==> src/rtl/keypad_entry_ctrl.sv <==
// 4x4 matrix keypad scanner with debounce/lockout FSM, an NUM_DIGITS-deep
// key history and a time-multiplexed digit display feed.
module keypad_entry_ctrl #(
   parameter int NUM_DIGITS      = 2,
   parameter int SCAN_CYCLES     = 12,
   parameter int DEBOUNCE_CYCLES = 400000,
   parameter int REFRESH_CYCLES  = 96000
) (
   input  logic                  clk,
   input  logic                  reset,
   input  logic [3:0]            rows_n,
   output logic [3:0]            cols_n,
   output logic                  key_valid,
   output logic [3:0]            key_code,
   output logic [NUM_DIGITS-1:0] digit_sel,
   output logic [3:0]            digit_hex,
   output logic                  digit_blank
);

   localparam int SCW  = $clog2(SCAN_CYCLES);
   localparam int DBW  = $clog2(DEBOUNCE_CYCLES);
   localparam int RFW  = (REFRESH_CYCLES > 1) ? $clog2(REFRESH_CYCLES) : 1;
   localparam int IDXW = (NUM_DIGITS > 1) ? $clog2(NUM_DIGITS) : 1;

   localparam logic [SCW-1:0]  SCAN_LAST = SCW'(SCAN_CYCLES - 1);
   localparam logic [DBW-1:0]  DB_LAST   = DBW'(DEBOUNCE_CYCLES - 1);
   localparam logic [RFW-1:0]  RF_LAST   = RFW'(REFRESH_CYCLES - 1);
   localparam logic [IDXW-1:0] IDX_LAST  = IDXW'(NUM_DIGITS - 1);

   typedef enum logic [1:0] {
      ST_SCAN,
      ST_PRESS_WAIT,
      ST_HELD,
      ST_RELEASE_WAIT
   } state_t;

   logic [3:0]            rows_meta_reg;
   logic [3:0]            rows_sync_reg;
   state_t                state_reg, state_next;
   logic [1:0]            col_idx_reg, col_idx_next;
   logic [1:0]            row_idx_reg, row_idx_next;
   logic [SCW-1:0]        scan_cnt_reg, scan_cnt_next;
   logic [DBW-1:0]        db_cnt_reg, db_cnt_next;
   logic [3:0]            cols_n_reg;
   logic                  key_valid_reg;
   logic [3:0]            key_code_reg, key_code_next;
   logic                  accept;
   logic [3:0]            hist_reg  [NUM_DIGITS];
   logic [3:0]            hist_next [NUM_DIGITS];
   logic [NUM_DIGITS-1:0] filled_reg, filled_next;
   logic [RFW-1:0]        ref_cnt_reg, ref_cnt_next;
   logic [IDXW-1:0]       dig_idx_reg, dig_idx_next;
   logic [NUM_DIGITS-1:0] digit_sel_reg;
   logic [3:0]            digit_hex_reg;
   logic                  digit_blank_reg;

   logic [3:0]            rows_down;
   logic                  single_down;
   logic [1:0]            single_row;
   logic                  captured_down;
   logic                  others_down;

   function automatic logic [3:0] key_map(input logic [1:0] row, input logic [1:0] col);
      logic [3:0] code;
      case ({row, col})
         4'h0:    code = 4'h1;
         4'h1:    code = 4'h2;
         4'h2:    code = 4'h3;
         4'h3:    code = 4'hA;
         4'h4:    code = 4'h4;
         4'h5:    code = 4'h5;
         4'h6:    code = 4'h6;
         4'h7:    code = 4'hB;
         4'h8:    code = 4'h7;
         4'h9:    code = 4'h8;
         4'hA:    code = 4'h9;
         4'hB:    code = 4'hC;
         4'hC:    code = 4'hE;
         4'hD:    code = 4'h0;
         4'hE:    code = 4'hF;
         default: code = 4'hD;
      endcase
      return code;
   endfunction

   assign rows_down     = ~rows_sync_reg;
   assign captured_down = rows_down[row_idx_reg];
   assign others_down   = |(rows_down & ~(4'b0001 << row_idx_reg));

   always_comb begin
      single_down = 1'b0;
      single_row  = 2'd0;
      case (rows_down)
         4'b0001: begin single_down = 1'b1; single_row = 2'd0; end
         4'b0010: begin single_down = 1'b1; single_row = 2'd1; end
         4'b0100: begin single_down = 1'b1; single_row = 2'd2; end
         4'b1000: begin single_down = 1'b1; single_row = 2'd3; end
         default: begin single_down = 1'b0; single_row = 2'd0; end
      endcase
   end

   // Keypad FSM: the column is frozen outside SCAN so the captured key stays observable.
   always_comb begin
      state_next    = state_reg;
      col_idx_next  = col_idx_reg;
      row_idx_next  = row_idx_reg;
      scan_cnt_next = scan_cnt_reg;
      db_cnt_next   = db_cnt_reg;
      key_code_next = key_code_reg;
      accept        = 1'b0;
      case (state_reg)
         ST_SCAN: begin
            if (scan_cnt_reg == SCAN_LAST) begin
               scan_cnt_next = '0;
               if (single_down) begin
                  row_idx_next = single_row;
                  db_cnt_next  = '0;
                  state_next   = ST_PRESS_WAIT;
               end else begin
                  col_idx_next = col_idx_reg + 2'd1;
               end
            end else begin
               scan_cnt_next = scan_cnt_reg + SCW'(1);
            end
         end
         ST_PRESS_WAIT: begin
            if (captured_down && !others_down) begin
               if (db_cnt_reg == DB_LAST) begin
                  accept        = 1'b1;
                  key_code_next = key_map(row_idx_reg, col_idx_reg);
                  state_next    = ST_HELD;
               end else begin
                  db_cnt_next = db_cnt_reg + DBW'(1);
               end
            end else begin
               state_next    = ST_SCAN;
               col_idx_next  = col_idx_reg + 2'd1;
               scan_cnt_next = '0;
            end
         end
         ST_HELD: begin
            if (!captured_down) begin
               db_cnt_next = '0;
               state_next  = ST_RELEASE_WAIT;
            end
         end
         ST_RELEASE_WAIT: begin
            if (captured_down) begin
               state_next = ST_HELD;
            end else if (db_cnt_reg == DB_LAST) begin
               state_next    = ST_SCAN;
               col_idx_next  = col_idx_reg + 2'd1;
               scan_cnt_next = '0;
            end else begin
               db_cnt_next = db_cnt_reg + DBW'(1);
            end
         end
         default: begin
            state_next = ST_SCAN;
         end
      endcase
   end

   // History shift: entry 0 takes the new code, older entries move up one slot.
   assign hist_next[0]   = accept ? key_code_next : hist_reg[0];
   assign filled_next[0] = filled_reg[0] | accept;

   generate
      for (genvar gi = 1; gi < NUM_DIGITS; gi++) begin : g_hist_shift
         assign hist_next[gi]   = accept ? hist_reg[gi-1]   : hist_reg[gi];
         assign filled_next[gi] = accept ? filled_reg[gi-1] : filled_reg[gi];
      end
   endgenerate

   always_comb begin
      ref_cnt_next = ref_cnt_reg + RFW'(1);
      dig_idx_next = dig_idx_reg;
      if (ref_cnt_reg == RF_LAST) begin
         ref_cnt_next = '0;
         dig_idx_next = (dig_idx_reg == IDX_LAST) ? '0 : dig_idx_reg + IDXW'(1);
      end
   end

   always_ff @(posedge clk) begin
      if (reset) begin
         rows_meta_reg   <= 4'hF;
         rows_sync_reg   <= 4'hF;
         state_reg       <= ST_SCAN;
         col_idx_reg     <= 2'd0;
         row_idx_reg     <= 2'd0;
         scan_cnt_reg    <= '0;
         db_cnt_reg      <= '0;
         cols_n_reg      <= 4'b1110;
         key_valid_reg   <= 1'b0;
         key_code_reg    <= 4'h0;
         filled_reg      <= '0;
         ref_cnt_reg     <= '0;
         dig_idx_reg     <= '0;
         digit_sel_reg   <= NUM_DIGITS'(1);
         digit_hex_reg   <= 4'h0;
         digit_blank_reg <= 1'b1;
      end else begin
         rows_meta_reg   <= rows_n;
         rows_sync_reg   <= rows_meta_reg;
         state_reg       <= state_next;
         col_idx_reg     <= col_idx_next;
         row_idx_reg     <= row_idx_next;
         scan_cnt_reg    <= scan_cnt_next;
         db_cnt_reg      <= db_cnt_next;
         cols_n_reg      <= ~(4'b0001 << col_idx_reg);
         key_valid_reg   <= accept;
         key_code_reg    <= key_code_next;
         filled_reg      <= filled_next;
         ref_cnt_reg     <= ref_cnt_next;
         dig_idx_reg     <= dig_idx_next;
         // Display registers look at the post-update history so a new key shows immediately.
         digit_sel_reg   <= NUM_DIGITS'(1) << dig_idx_next;
         digit_hex_reg   <= hist_next[dig_idx_next];
         digit_blank_reg <= ~filled_next[dig_idx_next];
      end
   end

   generate
      for (genvar gi = 0; gi < NUM_DIGITS; gi++) begin : g_hist_reg
         always_ff @(posedge clk) begin
            if (reset) begin
               hist_reg[gi] <= 4'h0;
            end else begin
               hist_reg[gi] <= hist_next[gi];
            end
         end
      end
   endgenerate

   assign cols_n      = cols_n_reg;
   assign key_valid   = key_valid_reg;
   assign key_code    = key_code_reg;
   assign digit_sel   = digit_sel_reg;
   assign digit_hex   = digit_hex_reg;
   assign digit_blank = digit_blank_reg;

endmodule

==> config.mk <==
export PLATFORM = sky130hd
export DESIGN_NAME = keypad_entry_ctrl
export DESIGN_NICKNAME = d
export VERILOG_FILES = /design/src/rtl/keypad_entry_ctrl.sv
export SDC_FILE = /design/constraint.sdc
export NUM_CORES = 1
export LEC_CHECK = 0
export CORE_ASPECT_RATIO = 0.9
export CORE_MARGIN = 4
export CORE_UTILIZATION = 50
export CTS_CLUSTER_SIZE = 14
export DETAILED_ROUTE_END_ITERATION = 10
export GPL_TIMING_DRIVEN = 0
export PLACE_DENSITY_LB_ADDON = 0.25
export SYNTH_ARGS = -nofsm -noshare
export SYNTH_HDL_FRONTEND = slang
export SYNTH_SLANG_ARGS = --single-unit
==> constraint.sdc <==
create_clock -name clk -period 3.37 [get_ports clk]
set_input_delay 1.011 -clock clk [delete_from_list [all_inputs] [get_ports clk]]
set_output_delay 1.011 -clock clk [all_outputs]
set_load 0.005 [all_outputs]
---- Word level (Yosys, flattened, before mapping) ----
Memories as Yosys holds them, arrays and structs flattened.
Index checks and enable logic that the tools add are counted.
word-level totals
  input bits .............................. 6
  bits in read-only memories .............. 64
  bits in registers ....................... 73
  output and inout bits ................... 16
  RAM bits ................................ 8
  memories ................................ 2
operators by class
  reduce and logical (&&, ||, !) cells .... 12
  add/sub/neg operators ................... 5
  equal/unequal tests ..................... 20
  $lt $le $gt $ge ......................... 3
  shifts and indexed selects .............. 3
  bitwise operators ....................... 9
  mux-type cells .......................... 51
memory list
  name              depth  width  read ports  clocked after memory_dff  wr ports  RTL line  source
  (name not given)  16     4      1           0                         0         65        case ({row, col})
  hist_reg          2      4      2           0                         2         48        logic [3:0] hist_reg [NUM_DIGITS];
operator list
  cell                                             number
  2-to-1 mux 19 bit                                6
  case mux 19 bit (4 select lines)                 1
  2-to-1 mux 4 bit                                 14
  2-to-1 mux 2 bit                                 12
  adder 19 x 1 -> 19 bit, second input constant    1
  == test 19 bit, second input constant            1
  adder 17 x 1 -> 17 bit, second input constant    1
  == test 17 bit, second input constant            1
  inequality test 2 bit, second input constant     8
  2-to-1 mux 1 bit                                 13
  inverter 4 bit                                   3
  case mux 2 bit (3 select lines)                  2
  case mux 4 bit (3 select lines)                  1
  AND reduction 5 bit                              2
  == test 4 bit, second input constant             2
  case mux 2 bit (4 select lines)                  1
  OR reduction 4 bit                               2
  left shift 1 x 2 -> 4 bit, first input constant  2
  inequality test 3 bit, second input constant     2
  AND reduction 6 bit                              1
  adder 4 x 1 -> 4 bit, second input constant      1
  AND 4 bit                                        1
  == test 2 bit, second input constant             2
  == test 4 x 1 -> 1 bit, second input constant    1
  other kinds (20)                                 22

---- Depth between registers and ports, before layout ----
  depth in word-level cells ............... 12
  mapped depth ............................ 9

---- Worst setup path before layout ----
No wires, ideal clock.
  path kind ............................... register to register
  start point ............................. register rows_sync_reg[2]
  end point ............................... register db_cnt_reg[6]
  data arrival time ....................... 2.082 ns
  cell stages (with the launch flop) ...... 9
  library setup time ...................... 0.070 ns
  slack ................................... 1.218 ns
  period minus slack after synthesis ...... 2.152 ns
  required time ........................... 3.300 ns
  path through ............................ dfxtp_1 buf_2 or3b_1 o32ai_2 o21ai_2 o311a_1 clkbuf_2 or4_1 a21oi_1
on the way
  cells in the longest elaborated chain, start to end .. 7
  elaborated cells between the ends (all ways) .. 18
ends and longest elaborated chain
  element                                                                RTL line  source
  start, declared                                                        38        logic [3:0] rows_sync_reg;
  start signal, assigned                                                 204       rows_sync_reg <= rows_meta_reg;
  inverter 4 bit *                                                       86        assign rows_down = ~rows_sync_reg;
  parallel branches: the longest is 5 deep, another holds == test 4 bit  --
  AND reduction 5 bit (no line) *                                        --
  end signal, assigned                                                   209       db_cnt_reg <= db_cnt_next;
  end, declared                                                          43        logic [DBW-1:0] db_cnt_reg, db_cnt_next;
Mark *: on every way between the ends. The select of a mux whose other input is x is not followed.
A chain may end at the register's enable or synchronous reset.

---- Final worst setup path ----
  start point ............................. register db_cnt_reg[0]
  end point ............................... register db_cnt_reg[0]
on the way
  cells in the longest elaborated chain, start to end .. 4
  elaborated cells between the ends (all ways) .. 6
ends and longest elaborated chain
  element                                                   RTL line  source
  adder 19 x 1 -> 19 bit or == test 19 bit (tied branches)  --
  2-to-1 mux 19 bit *                                       128, 150
  2-to-1 mux 19 bit, on equally long branches               148, 127
  case mux 19 bit (4 select lines) *                        111       case (state_reg)
Every way passes the cells marked *; elsewhere a longest branch is shown, timed or not. The select of a mux whose other input is x is not followed.

==> results.toml <==
[global_route]
grt_pass1_wl_mm = 13.0
number_of_antenna_violations_at_the_first_check_in_global_routing = 0
overflow = 0
global_route.usage.total = 0.184
grtUsageMet2 = 0.318
gr-max-usage-layer = "met2"
grt.met3_usage = 0.0398
grtUsageMet1 = 0.231
grt_max_degree = 17
first_global_vias = 2842

[final_layout]
synthToLayoutAreaGrowth_pct = 14.7
final_core_util = 0.590
largest_register_ff_count = 19
nFillCells = 657
num-nets-final = 473
final_area_sq_mm = 0.00417
antennaDiodeCount = 0
post_route_cells_drive_above_1_share = 0.0864

[clock_tree]
post_cts.resized_instances = 0
clk_pin_slew_ns = 0.09
cts.hold.buffers_added = 0
cts_tree = "yes"
clockRootBuffer = "sky130_fd_sc_hd__clkbuf_8"
cts_sinks = 80
cts.htree.levels = 3
insertion_delay_ns = 0.36
cts_buffers = 9
cts.repair_timing.setup_buffer_count = 0
clock_tree.buffer_depth = 2

[logic_synthesis]
synth.lib_cells_used.distinct = 53
synth.top_cells.by_count = "sky130_fd_sc_hd__dfxtp_1, sky130_fd_sc_hd__nand2_1, sky130_fd_sc_hd__nor2_1, sky130_fd_sc_hd__a21oi_1"
postSynthNetCount = 441
yosysMostFrequentCell = "sky130_fd_sc_hd__dfxtp_1"
synthFlopType = "sky130_fd_sc_hd__dfxtp_1"
synth_seq_cells = 80
synth_edf_count = 0
ys_seq_area_frac = 0.440
cell_count_after_synthesis = 426
ys_top_cells_by_area = "sky130_fd_sc_hd__dfxtp_1, sky130_fd_sc_hd__nand2_1, sky130_fd_sc_hd__a21oi_1, sky130_fd_sc_hd__nor2_1, sky130_fd_sc_hd__ha_1"
async_flop_share = 0
netlist.top_cell.by_area = "sky130_fd_sc_hd__dfxtp_1"
synthDominantCellAreaShare = 0.440
syn_avg_cell_area_sq_um = 8.54
synth.yosys.warnings = 0
netlist_area_sq_mm = 0.00364

[power_and_ir_drop]
internal_power_mw = 1.34
p_switching_uw = 423
clock_power_share = 0.419
p_comb_frac = 0.034
leakage_nw = 1.48
power.ir.vdd_worst_mv = 0.329
power-per-cell-area_mw_per_mm2 = 422
power_switching_share = 0.240
sequentialPowerShare = 0.547

[sta]
hold_viol_final = 0
maxSlewViolCount = 0
total_negative_setup_slacks_ns = 0
final.setup.worst_slack_ns = 0.699
final.min_clock_period_ns = 2.67
setup_viol = 0
worst_clock_skew_ns = 0.0161
whs_ns = 0.419
slew_headroom = 0.531
maxClockFrequency_mhz = 374
worst_slew_pin_slew_ns = 0.699
rsz0062_at_grt = "false"
min_period_over_period = 0.793

[run]
maxCapViolations = 0

[min_path]
holdCritStartpoint = "rows_meta_reg[0]"
hold_path.class = "reg2reg"
min_to = "rows_sync_reg[0]"
hold-path-cell-count = 1

[detailed_routing]
drt-initial-drc-count = 202
drt-vias-per-instance = 5.61
num_vias = 3120
routed_wirelength_mm = 7.48
drtPass1Iterations = 4
wl_per_cell_um = 13.5
drcViolationCount = 0
antenna_violating_nets_post_route = 0

[worst_setup_path]
worstSetupEndpointType = "register"
reg2reg_from = "db_cnt_reg[0]"
worst_ep_required_time_ns = 3.65
r2r_setup_slack_ns = 0.70
cp.arrival_ns = 2.96
start_kind = "register"
worstPathMaxFanout = 10
critical_path.reg2reg.endpoint = "db_cnt_reg[0]"
worst-setup-path-type = "reg2reg"
ff2ff_path_depth = 9
critical-path-max-stage-delay_ns = 0.44
critical_path.slowest_cell = "sky130_fd_sc_hd__nor4bb_1"
cp.buffers_inverters = 2
timing.critical_path.cells = "ha_1, nor4bb_1, nand4_1, o211ai_1, o311a_1, clkbuf_1, buf_2, nand2_1, a21oi_1"
worst_path_dominant_cell_family = "simple AND/OR/NAND/NOR gates"

[floorplan]
boundaryPins = 22
floorplan.initialDensity = 0.514
core-area_sq_mm = 0.00708
fp.dieArea_sq_mm = 0.00871
die_height_um = 88.9
die_w_um = 97.9
core.rowCount = 29

[place]
gpl.final_weighted_congestion = 0.815
detailedPlace.worstSlack_ns = 0.771
placedInstanceArea_sq_mm = 0.00396
place_hpwl_mm = 5.46
portBuffers = 21

[run_status]
status = "complete, no violations"
==> metal layers <==
| metal | share of wire | up-vias |
|---|---|---|
| met3 | 0.038 | 8 |
| li1 | - | 1580 |
| met2 | 0.47 | 47 |
| met4 | 0.015 | 0 |
| met1 | 0.47 | 1485 |
| met5 | 0 | - |
==> kinds of logic after synthesis <==
group,share of synthesized area
XOR/XNOR,0.0433
AO/OA/AOI/OAI,0.139
flip-flops,0.440
AND/OR/NAND/NOR,0.288
multiplexers,0.0234
buffers and inverters,0.0351
adder cells (fa/ha/maj),0.0310
==> power groups by stage <==
stage	logic [mW]	clock network [mW]	registers, mW
after detailed placement	0.0595	0	0.984
after global placement	0.0582	0	0.984
after global routing	0.0668	0.801	0.964
after floorplan	0.0418	0	0.982
after CTS	0.0597	0.756	0.962
final	0.0593	0.737	0.962
==> final cells by class <==
| class | instances | area [sq um] | area share |
|---|---|---|---|
| Buffer | 23 | 97.6 | 0.0234 |
| Clock buffer | 9 | 124 | 0.0297 |
| Clock inverter | 7 | 83.8 | 0.0201 |
| Inverter | 8 | 30.0 | 0.00720 |
| Multi-Input combinational cell | 315 | 1910 | 0.457 |
| Sequential cell | 80 | 1600 | 0.384 |
| Tap cell | 93 | 116 | 0.0279 |
| Timing Repair Buffer | 21 | 210 | 0.0504 |
==> layout by cell type (no fill, tap or decap), types with 10 or more instances in the layout <==
cell / synthesis / layout
sky130_fd_sc_hd__and3_1: 12 / 12
sky130_fd_sc_hd__or3_1: 16 / 16
sky130_fd_sc_hd__clkbuf_1: 15 / 15
sky130_fd_sc_hd__nand2_1: 60 / 60
sky130_fd_sc_hd__nor2_1: 38 / 38
sky130_fd_sc_hd__nand3_1: 16 / 16
sky130_fd_sc_hd__a21oi_1: 32 / 32
sky130_fd_sc_hd__o211ai_1: 10 / 10
sky130_fd_sc_hd__dfxtp_1: 80 / 80
sky130_fd_sc_hd__o21ai_0: 11 / 11
sky130_fd_sc_hd__clkdlybuf4s50_1: 0 / 21
sky130_fd_sc_hd__xnor2_1: 10 / 10
==> stage by stage <==
stage	std cells	total power, mW
6_report	556	1.76
5_1_grt	556	1.83
4_1_cts	556	1.78
3_5_place_dp	540	1.04
3_3_place_gp	540	1.04
2_1_floorplan	426	1.02
==> how the worst max path moves through the flow <==
| stage | depth (start not counted) | endpoint | from | slack, ns |
|---|---|---|---|---|
| global placement | 5 | db_cnt_reg[17] | reset | 0.79 |
| floorplan | 8 | db_cnt_reg[6] | rows_sync_reg[2] | 1.22 |
| detailed placement | 5 | db_cnt_reg[17] | reset | 0.77 |
| CTS | 9 | db_cnt_reg[0] | db_cnt_reg[0] | 0.74 |
| finish | 9 | db_cnt_reg[0] | db_cnt_reg[0] | 0.70 |
| global route | 7 | digit_hex[1] | ref_cnt_reg[0] | 0.42 |
No activity file was read; power rests on OpenSTA's default activity.
